==> config.mk <==
export PLATFORM = sky130hd
export DESIGN_NAME = imem_prog_fetch
export DESIGN_NICKNAME = d
export VERILOG_FILES = /design/src/rtl/imem_pkg.sv /design/src/rtl/imem_array.sv /design/src/rtl/imem_prog_fetch.sv
export SDC_FILE = /design/constraint.sdc
export NUM_CORES = 1
export LEC_CHECK = 0
export CAP_MARGIN = 20
export CORE_ASPECT_RATIO = 1.1
export CORE_MARGIN = 10
export CORE_UTILIZATION = 35
export CTS_BUF_LIST = sky130_fd_sc_hd__clkbuf_8
export CTS_CLUSTER_DIAMETER = 50
export DETAILED_ROUTE_END_ITERATION = 10
export PLACE_DENSITY = 0.59
export SYNTH_ARGS = -nofsm -noshare
export SYNTH_HDL_FRONTEND = slang
export SYNTH_HIERARCHICAL = 1
export SYNTH_SLANG_ARGS = --single-unit
==> constraint.sdc <==
create_clock -name iClk -period 4.4 [get_ports iClk]
set_input_delay 0.88 -clock iClk [delete_from_list [all_inputs] [get_ports iClk]]
set_output_delay 0.88 -clock iClk [all_outputs]
set_load 0.005 [all_outputs]
==> src/rtl/imem_pkg.sv <==
// Shared definitions for the instruction memory: instruction field layout,
// opcodes, controller states and the default program image.
package imem_pkg;

  localparam int OPC_HI = 13;
  localparam int OPC_LO = 10;
  localparam int RS1_HI = 9;
  localparam int RS1_LO = 8;
  localparam int RS2_HI = 7;
  localparam int RS2_LO = 6;
  localparam int RD_HI  = 5;
  localparam int RD_LO  = 4;
  localparam int IMM_HI = 3;
  localparam int IMM_LO = 0;

  localparam logic [3:0] OPC_SUB  = 4'b0010;
  localparam logic [3:0] OPC_ADDI = 4'b0110;
  localparam logic [3:0] OPC_ORI  = 4'b1000;
  localparam logic [3:0] OPC_BNE  = 4'b1011;

  localparam logic [15:0] NOP_WORD = 16'h0000;

  typedef enum logic [1:0] {
    ST_RUN   = 2'd0,
    ST_DRAIN = 2'd1,
    ST_PROG  = 2'd2
  } state_e;

  // Boot program; every word not listed is a NOP.
  function automatic logic [15:0] default_word(input int idx);
    case (idx)
      0:       return 16'h1815;
      1:       return 16'h202A;
      2:       return 16'h09B0;
      3:       return 16'h2EC0;
      default: return NOP_WORD;
    endcase
  endfunction

endpackage

==> src/rtl/imem_array.sv <==
// Single-port synchronous RAM with power-up image. Contents survive reset;
// only the read register is cleared. Out-of-range reads return zero.
module imem_array
  import imem_pkg::*;
#(
  parameter int DATA_W       = 16,
  parameter int ADDR_W       = 4,
  parameter int DEPTH        = 16,
  parameter int LOAD_DEFAULT = 1
) (
  input  logic              i_clk,
  input  logic              i_rst_n,
  input  logic              i_re,
  input  logic              i_we,
  input  logic [ADDR_W-1:0] i_addr,
  input  logic [DATA_W-1:0] i_wdata,
  output logic [DATA_W-1:0] o_rdata
);

  localparam logic [ADDR_W:0] DEPTH_L = (ADDR_W+1)'(DEPTH);

  function automatic logic [DEPTH-1:0][DATA_W-1:0] f_init();
    logic [DEPTH-1:0][DATA_W-1:0] img;
    for (int i = 0; i < DEPTH; i++) begin
      img[i] = (LOAD_DEFAULT != 0) ? DATA_W'(default_word(i)) : '0;
    end
    return img;
  endfunction

  logic [DEPTH-1:0][DATA_W-1:0] r_mem = f_init();
  logic [DATA_W-1:0]            r_rdata;
  logic                         w_in_range;

  assign w_in_range = ({1'b0, i_addr} < DEPTH_L);

  always_ff @(posedge i_clk) begin
    if (i_we && w_in_range) begin
      r_mem[i_addr] <= i_wdata;
    end
  end

  always_ff @(posedge i_clk or negedge i_rst_n) begin
    if (!i_rst_n) begin
      r_rdata <= '0;
    end else if (i_re) begin
      r_rdata <= w_in_range ? r_mem[i_addr] : '0;
    end
  end

  assign o_rdata = r_rdata;

endmodule

==> src/rtl/imem_prog_fetch.sv <==
// Instruction memory with a registered, handshaked fetch port and a run-time
// programming port; the RUN/DRAIN/PROG controller keeps the two ports exclusive.
module imem_prog_fetch
  import imem_pkg::*;
#(
  parameter int DATA_W       = 16,
  parameter int ADDR_W       = 4,
  parameter int DEPTH        = 16,
  parameter int LOAD_DEFAULT = 1
) (
  input  logic              iClk,
  input  logic              iRst_n,
  input  logic              iFetchReq,
  input  logic [ADDR_W-1:0] iFetchAddr,
  output logic              oFetchRdy,
  output logic              oInstValid,
  output logic [DATA_W-1:0] oInst,
  output logic              oFault,
  input  logic              iInstAck,
  input  logic              iProgEn,
  input  logic              iProgWe,
  input  logic [ADDR_W-1:0] iProgAddr,
  input  logic [DATA_W-1:0] iProgData,
  output logic              oProgRdy,
  output logic              oProgErr
);

  localparam logic [ADDR_W:0] DEPTH_L = (ADDR_W+1)'(DEPTH);

  state_e              r_state;
  state_e              w_next;
  logic                r_inst_valid;
  logic                r_fault;
  logic                r_prog_rdy;
  logic                r_prog_err;
  logic                w_fetch_rdy;
  logic                w_accept;
  logic                w_in_prog;
  logic                w_prog_in_range;
  logic                w_we;
  logic [ADDR_W-1:0]   w_addr;

  assign w_in_prog       = (r_state == ST_PROG);
  assign w_fetch_rdy     = (r_state == ST_RUN) && !iProgEn && (!r_inst_valid || iInstAck);
  assign w_accept        = iFetchReq && w_fetch_rdy;
  assign w_prog_in_range = ({1'b0, iProgAddr} < DEPTH_L);
  assign w_we            = w_in_prog && iProgWe && w_prog_in_range;
  // Single RAM port: the programming address only matters while in PROG.
  assign w_addr          = w_in_prog ? iProgAddr : iFetchAddr;

  always_comb begin
    w_next = r_state;
    case (r_state)
      ST_RUN: begin
        if (iProgEn) begin
          w_next = (!r_inst_valid || iInstAck) ? ST_PROG : ST_DRAIN;
        end
      end
      ST_DRAIN: begin
        if (!iProgEn) begin
          w_next = ST_RUN;
        end else if (iInstAck) begin
          w_next = ST_PROG;
        end
      end
      ST_PROG: begin
        if (!iProgEn) begin
          w_next = ST_RUN;
        end
      end
      default: w_next = ST_RUN;
    endcase
  end

  always_ff @(posedge iClk or negedge iRst_n) begin
    if (!iRst_n) begin
      r_state      <= ST_RUN;
      r_inst_valid <= 1'b0;
      r_fault      <= 1'b0;
      r_prog_rdy   <= 1'b0;
      r_prog_err   <= 1'b0;
    end else begin
      r_state    <= w_next;
      r_prog_rdy <= (w_next == ST_PROG);
      r_prog_err <= w_in_prog && iProgWe && !w_prog_in_range;
      if (w_accept) begin
        r_inst_valid <= 1'b1;
        r_fault      <= ({1'b0, iFetchAddr} >= DEPTH_L);
      end else if (iInstAck) begin
        r_inst_valid <= 1'b0;
      end
    end
  end

  imem_array #(
    .DATA_W       (DATA_W),
    .ADDR_W       (ADDR_W),
    .DEPTH        (DEPTH),
    .LOAD_DEFAULT (LOAD_DEFAULT)
  ) u_array (
    .i_clk   (iClk),
    .i_rst_n (iRst_n),
    .i_re    (w_accept),
    .i_we    (w_we),
    .i_addr  (w_addr),
    .i_wdata (iProgData),
    .o_rdata (oInst)
  );

  assign oFetchRdy  = w_fetch_rdy;
  assign oInstValid = r_inst_valid;
  assign oFault     = r_fault;
  assign oProgRdy   = r_prog_rdy;
  assign oProgErr   = r_prog_err;

endmodule

==> impl_metrics.py, run 1 <==
metrics = {
    "outcome": {
        "status": "complete, no violations",
    },
    "critical_path": {
        "worstPathRequired_ns": 3.52,
        "worst_r2r_startpoint": "r_state[0]",
        "worstPathMaxFanout": 3,
        "reg2reg_slack_ns": 1.31,
        "endpoint_kind": "output pin",
        "cp-start-kind": "input pin",
        "critPathKind": "input pin to output pin",
        "crit_end": "oFetchRdy",
        "critPathArrivalTime_ns": 2.35,
        "r2r-end": "u_array/o_rdata[11]",
        "crit_start": "iProgEn",
        "worstRegToRegCells": 6,
    },
    "die": {
        "core_region_area_um2": 30400,
        "io_pins": 51,
        "initial_core_util_pct": 35.4,
        "row_count": 67,
        "die_w_um": 187,
        "dieArea_um2": 38200,
        "die-height_um": 204,
    },
    "worst_hold_path": {
        "hp-start": "u_array/o_rdata[10]",
        "hold_class": "register to register",
    },
    "detailed_routing": {
        "drt-total-wl_um": 22800,
        "wl_per_cell_um": 21.1,
        "viasPerCell": 4.94,
        "drc_errors": 0,
        "first_iter_violations": 397,
        "drt_pass1_iterations": 5,
        "num_vias": 5330,
        "ant_nets": 0,
    },
    "sta": {
        "fin_tns_setup_ns": 0,
        "finalWorstSetupSlack_ns": 1.17,
        "grt_setup_unrepaired": "false",
        "setup_violations": 0,
        "maxSlewHeadroom_pct": 27.3,
        "slew_viol_final": 0,
        "period_share_pct": 73.5,
        "fmax_mhz": 309,
        "worst_pin_slew_ns": 1.09,
        "skew_ns": 0.0143,
        "fin_crit_ns": 3.23,
        "whs_ns": 0.519,
        "hold_violations": 0,
    },
    "clocking": {
        "clkLatencyLatePin_ns": 0.54,
        "clockRootBuffer": "clkbuf_8",
        "cts_htree_levels": 2,
        "cts_resized": 0,
        "cts_tree": "done",
        "cts_made_buffers": 41,
        "cts_hold_buf": 0,
        "cts_buffer_depth": 3,
        "cts_num_sinks": 276,
        "clk_pin_slew_ns": 0.06,
        "cts_setup_buffers": 0,
    },
    "power_and_ir_drop": {
        "p_leak_nw": 4.33,
        "max-vdd-ir-drop_mv": 0.193,
        "power_frac_comb_pct": 10.8,
        "p_sw_w": 0.00129,
        "power.total_w": 0.00565,
        "pwr-share-seq_pct": 53.2,
        "sw_frac_of_total_pct": 22.8,
        "p_clk_share_pct": 36.0,
        "power.density_nw_per_um2": 447,
        "intPower_w": 0.00436,
    },
    "global_routing": {
        "antenna_found_initial": 1,
        "grtUsageTotal_pct": 11.8,
        "grt_pass1_vias": 5755,
        "grt_max_degree": 101,
        "overflow": 0,
        "grt_pass1_wl_um": 34900,
    },
    "yosys": {
        "postSynthCellCount": 546,
        "ys_types": 31,
        "yosys_warnings": 6,
        "syn_avg_cell_area_um2": 19.7,
        "netlist_area_um2": 10800,
        "synth_seq_cells": 276,
        "yosysSeqAreaShare_pct": 76.1,
    },
    "layout": {
        "synthToLayoutAreaGrowth_pct": 17.5,
        "final_common_cell": "edfxtp_1",
        "layout-drive-gt1-share_pct": 17.0,
        "final_area_um2": 12700,
        "mostFrequentLayoutCells": "256 x edfxtp_1, 80 x mux2i_1, 48 x clkdlybuf4s50_1",
        "nets": 662,
    },
    "placement": {
        "dp_hpwl_um": 14100,
        "io_buffer_count": 48,
        "dp_slack_ns": 0.699,
        "gp_congestion": 0.725,
        "dpl-instance-area_um2": 11800,
    },
    "job": {
        "drv_cap": 0,
    },
}
## state kept, by name (all words and copies together), names as in the netlist
name,cells
u_array/r_mem,256
u_array/o_rdata,16
oInstValid,1
oProgRdy,1
r_state,2
## how the worst min path moves through the flow
stage	to	slack [ns]	depth (start not counted)
global placement	u_array/o_rdata[10]	0.50	1
global route	u_array/o_rdata[11]	0.54	1
CTS	u_array/o_rdata[10]	0.52	1
finish	u_array/o_rdata[10]	0.52	1
floorplan	u_array/o_rdata[14]	0.49	1
detailed placement	u_array/o_rdata[10]	0.51	1
## synth_stat cells
cell type	n	share of area [%]
o32ai_1	2	0.16
nor2_1	30	1.0
nand3_1	2	0.093
nand3b_1	4	0.28
a21o_1	1	0.070
nor4_1	1	0.058
mux2_4	4	0.56
and3b_1	1	0.081
nand2_1	2	0.070
dfrtp_1	20	4.6
or3b_1	1	0.081
nand2b_1	2	0.12
conb_1	1	0.035
buf_6	5	0.52
edfxtp_1	256	71
buf_4	2	0.14
clkbuf_1	10	0.35
mux4_2	18	3.8
buf_2	11	0.51
buf_1	1	0.035
or3b_2	1	0.081
nor3_1	5	0.23
inv_1	2	0.070
o22a_1	16	1.3
clkbuf_4	2	0.14
o21ai_0	32	1.5
mux4_1	14	3.4
nor2b_1	3	0.17
o32a_1	16	1.5
nand2b_4	1	0.13
mux2i_1	80	7.4
## logic make-up (layout without fill, tap and decap cells)
kind of cell,after synthesis,after routing,share of synthesized area [%]
mux,116,116,15.2
compound gates,67,67,4.51
simple gates,53,53,2.44
flops,276,276,76.1
other cells,1,3,0.0348
buf+inv,33,151,1.77
## per-layer routing
layer | GRT usage, % | share of wire (%) | up-vias
met1 | 14.5 | 42 | 2729
met2 | 20.2 | 51 | 158
met3 | 2.29 | 4.8 | 38
met4 | 4.90 | 2.6 | 0
li1 | - | - | 2405
met5 | 0 | 0 | -
## cell type report
class	instances	area, um2
clock buffer	47	647
sequential	276	8190
inverter	2	7.51
fill	2649	17800
multi-input combinational	238	2420
antenna	1	2.50
clock inverter	29	180
tap	414	518
timing repair buffer	73	688
## critical path: stages
cell	delay, ns
clkdlybuf4s50_1	0.45
nor3_1	0.32
nor2b_1	0.17
clkdlybuf4s50_1	0.52
## power groups by stage
stage | Sequential [W] | Combinational (W) | Clock, W
after detailed placement | 0.00306 | 0.000616 | 0
after CTS | 0.00301 | 0.000617 | 0.00210
after floorplan | 0.00305 | 0.000337 | 0
after global placement | 0.00306 | 0.000595 | 0
after global routing | 0.00301 | 0.000657 | 0.00222
final | 0.00301 | 0.000608 | 0.00204
## per-stage QoR
| step | std cells | util [%] |
|---|---|---|
| floorplan | 547 | - |
| global placement | 1002 | 38.8 |
| detailed placement | 1002 | 38.8 |
| CTS | 1078 | 41.5 |
| global route | 1080 | 41.6 |
| finish | 1080 | 41.6 |
Power figures use the tool's default switching activity.
==> run 2: changes to the inputs <==
==> constraint.sdc (replaced) <==
create_clock -name iClk -period 3 [get_ports iClk]
set_input_delay 0.6 -clock iClk [delete_from_list [all_inputs] [get_ports iClk]]
set_output_delay 0.6 -clock iClk [all_outputs]
set_load 0.005 [all_outputs]
==> impl_metrics.py, run 2 (synthesis results as in run 1) <==
metrics = {
    "placement": {
        "gp_congestion": 0.757,
        "io_buffer_count": 48,
        "dp_hpwl_um": 14300,
        "dpl-instance-area_um2": 12000,
    },
    "critical_path": {
        "worstRegToRegCells": 7,
        "crit_start": "iProgEn",
        "critical_path.top_delay_family": "buffers and inverters",
        "critPathKind": "input pin to output pin",
        "worstPathMaxFanout": 3,
        "r2r-end": "u_array/o_rdata[12]",
        "path_buf_inv": 2,
        "critPathArrivalTime_ns": 2.08,
        "path_cells": "clkdlybuf4s50_1 -> nor3_1 -> nor2b_1 -> clkdlybuf4s50_1",
        "cpPeakStageDelay_ns": 0.53,
        "crit_top_cell": "clkdlybuf4s50_1",
        "worst_r2r_startpoint": "r_state[0]",
        "reg2reg_slack_ns": 0.38,
        "worstPathRequired_ns": 2.40,
        "slowest_stage": "clkdlybuf4s50_1",
        "endpoint_kind": "output pin",
        "cp-start-kind": "input pin",
    },
    "layout": {
        "antenna_cells": 0,
        "ff_latch_area_um2": 8190,
        "layout-drive-gt1-share_pct": 16.8,
        "nets": 672,
        "largest_register_ffs": 256,
        "synthToLayoutAreaGrowth_pct": 18.2,
        "mostFrequentLayoutCells": "256 x edfxtp_1, 80 x mux2i_1, 48 x clkdlybuf4s50_1",
        "multiInputGateArea_um2": 2430,
        "fillers": 2646,
        "regMostFlops": "u_array/r_mem",
        "final_area_um2": 12700,
        "final_common_cell": "edfxtp_1",
    },
    "sta": {
        "maxSlewHeadroom_pct": 58.2,
        "worst_pin_slew_ns": 0.624,
        "hold_violations": 0,
        "slew_viol_final": 0,
        "fin_tns_setup_ns": 0,
        "period_share_pct": 89.4,
        "setup_violations": 0,
        "whs_ns": 0.441,
        "fmax_mhz": 373,
        "fin_crit_ns": 2.68,
        "skew_ns": 0.0246,
        "grt_setup_unrepaired": "false",
    },
    "global_routing": {
        "grt_pass1_wl_um": 35100,
        "grt_max_degree": 40,
        "grtUsageTotal_pct": 11.9,
        "grt_pass1_vias": 5657,
        "antenna_found_initial": 0,
        "overflow": 0,
    },
    "die": {
        "core_region_area_um2": 30400,
        "die_w_um": 187,
        "dieArea_um2": 38200,
        "io_pins": 51,
        "row_count": 67,
        "die-height_um": 204,
        "initial_core_util_pct": 35.4,
    },
    "detailed_routing": {
        "first_iter_violations": 326,
        "ant_nets": 0,
        "drc_errors": 0,
        "wl_per_cell_um": 21.3,
        "viasPerCell": 4.95,
        "num_vias": 5368,
        "drt_pass1_iterations": 6,
        "drt-total-wl_um": 23100,
    },
    "power_and_ir_drop": {
        "p_leak_nw": 4.38,
        "power.total_w": 0.00801,
        "max-vdd-ir-drop_mv": 0.216,
        "power.density_nw_per_um2": 629,
    },
    "clocking": {
        "cts_buffer_depth": 3,
        "cts_made_buffers": 40,
        "cts_num_sinks": 276,
        "cts_htree_levels": 2,
        "cts_resized": 0,
        "clockRootBuffer": "clkbuf_8",
        "clk_pin_slew_ns": 0.06,
        "clkLatencyLatePin_ns": 0.53,
        "cts_hold_buf": 0,
        "cts_setup_buffers": 0,
        "cts_tree": "done",
    },
    "worst_hold_path": {
        "hold_class": "input pin to asynchronous set/reset pin",
    },
    "outcome": {
        "status": "complete, no violations",
    },
    "job": {
        "drv_cap": 0,
    },
}
[run 2: cell count changes in the layout (fill, tap and decap cells not counted), sizes merged]
cell      previous run  this run
clkinvlp             2         0
diode                1         0
clkinv              12        10
inv                 15        21
bufinv               2         1
clkbuf              47        41
buf                 25        36
[run 2: cell type report]
cell class,count,share of cell area [%]
clock buffer,41,4.43
clock inverter,30,1.16
inverter,2,0.0590
multi-input combinational,238,19.1
sequential,276,64.3
tap,414,4.07
timing repair buffer,84,6.88
[run 2: how the worst max path moves through the flow]
stage / end / slack, ns / cells after the start
finish: oFetchRdy / 0.32 / 4
detailed placement: u_array/o_rdata[12] / 0.03 / 7
floorplan: u_array/r_mem[192] / -0.13 / 8
global route: u_array/o_rdata[12] / 0.22 / 7
global placement: u_array/o_rdata[12] / 0.09 / 7
CTS: oFetchRdy / 0.32 / 4
[run 2: report_power, final]
group,internal [W],switching (W)
logic,0.000468,0.000453
clock network,0.00136,0.00132
registers,0.00433,0.0000706
[run 2: through the flow]
| step | worst slack [ns] | std cells | util [%] |
|---|---|---|---|
| floorplan | -0.127 | 547 | - |
| global placement | 0.0906 | 1014 | 39.5 |
| detailed placement | 0.0262 | 1014 | 39.5 |
| CTS | 0.319 | 1085 | 41.8 |
| global route | 0.223 | 1085 | 41.8 |
| finish | 0.319 | 1085 | 41.8 |
[run 2: routing by layer]
metal	wire [um]	GRT usage, %	vias up
li1	-	-	2420
met3	832	2.18	29
met5	0	0	-
met4	380	4.21	0
met1	10000	14.6	2803
met2	11900	20.8	116
==> run 3: changes to the inputs <==
--- a/config.mk
+++ b/config.mk
@@ -13,6 +13,7 @@
 export CTS_CLUSTER_DIAMETER = 50
 export DETAILED_ROUTE_END_ITERATION = 10
 export PLACE_DENSITY = 0.59
+export SKIP_CTS_REPAIR_TIMING = 1
 export SYNTH_ARGS = -nofsm -noshare
 export SYNTH_HDL_FRONTEND = slang
 export SYNTH_HIERARCHICAL = 1
==> results of run 3 <==
No change in the layout: final DEF, timing and power equal those of run 2.
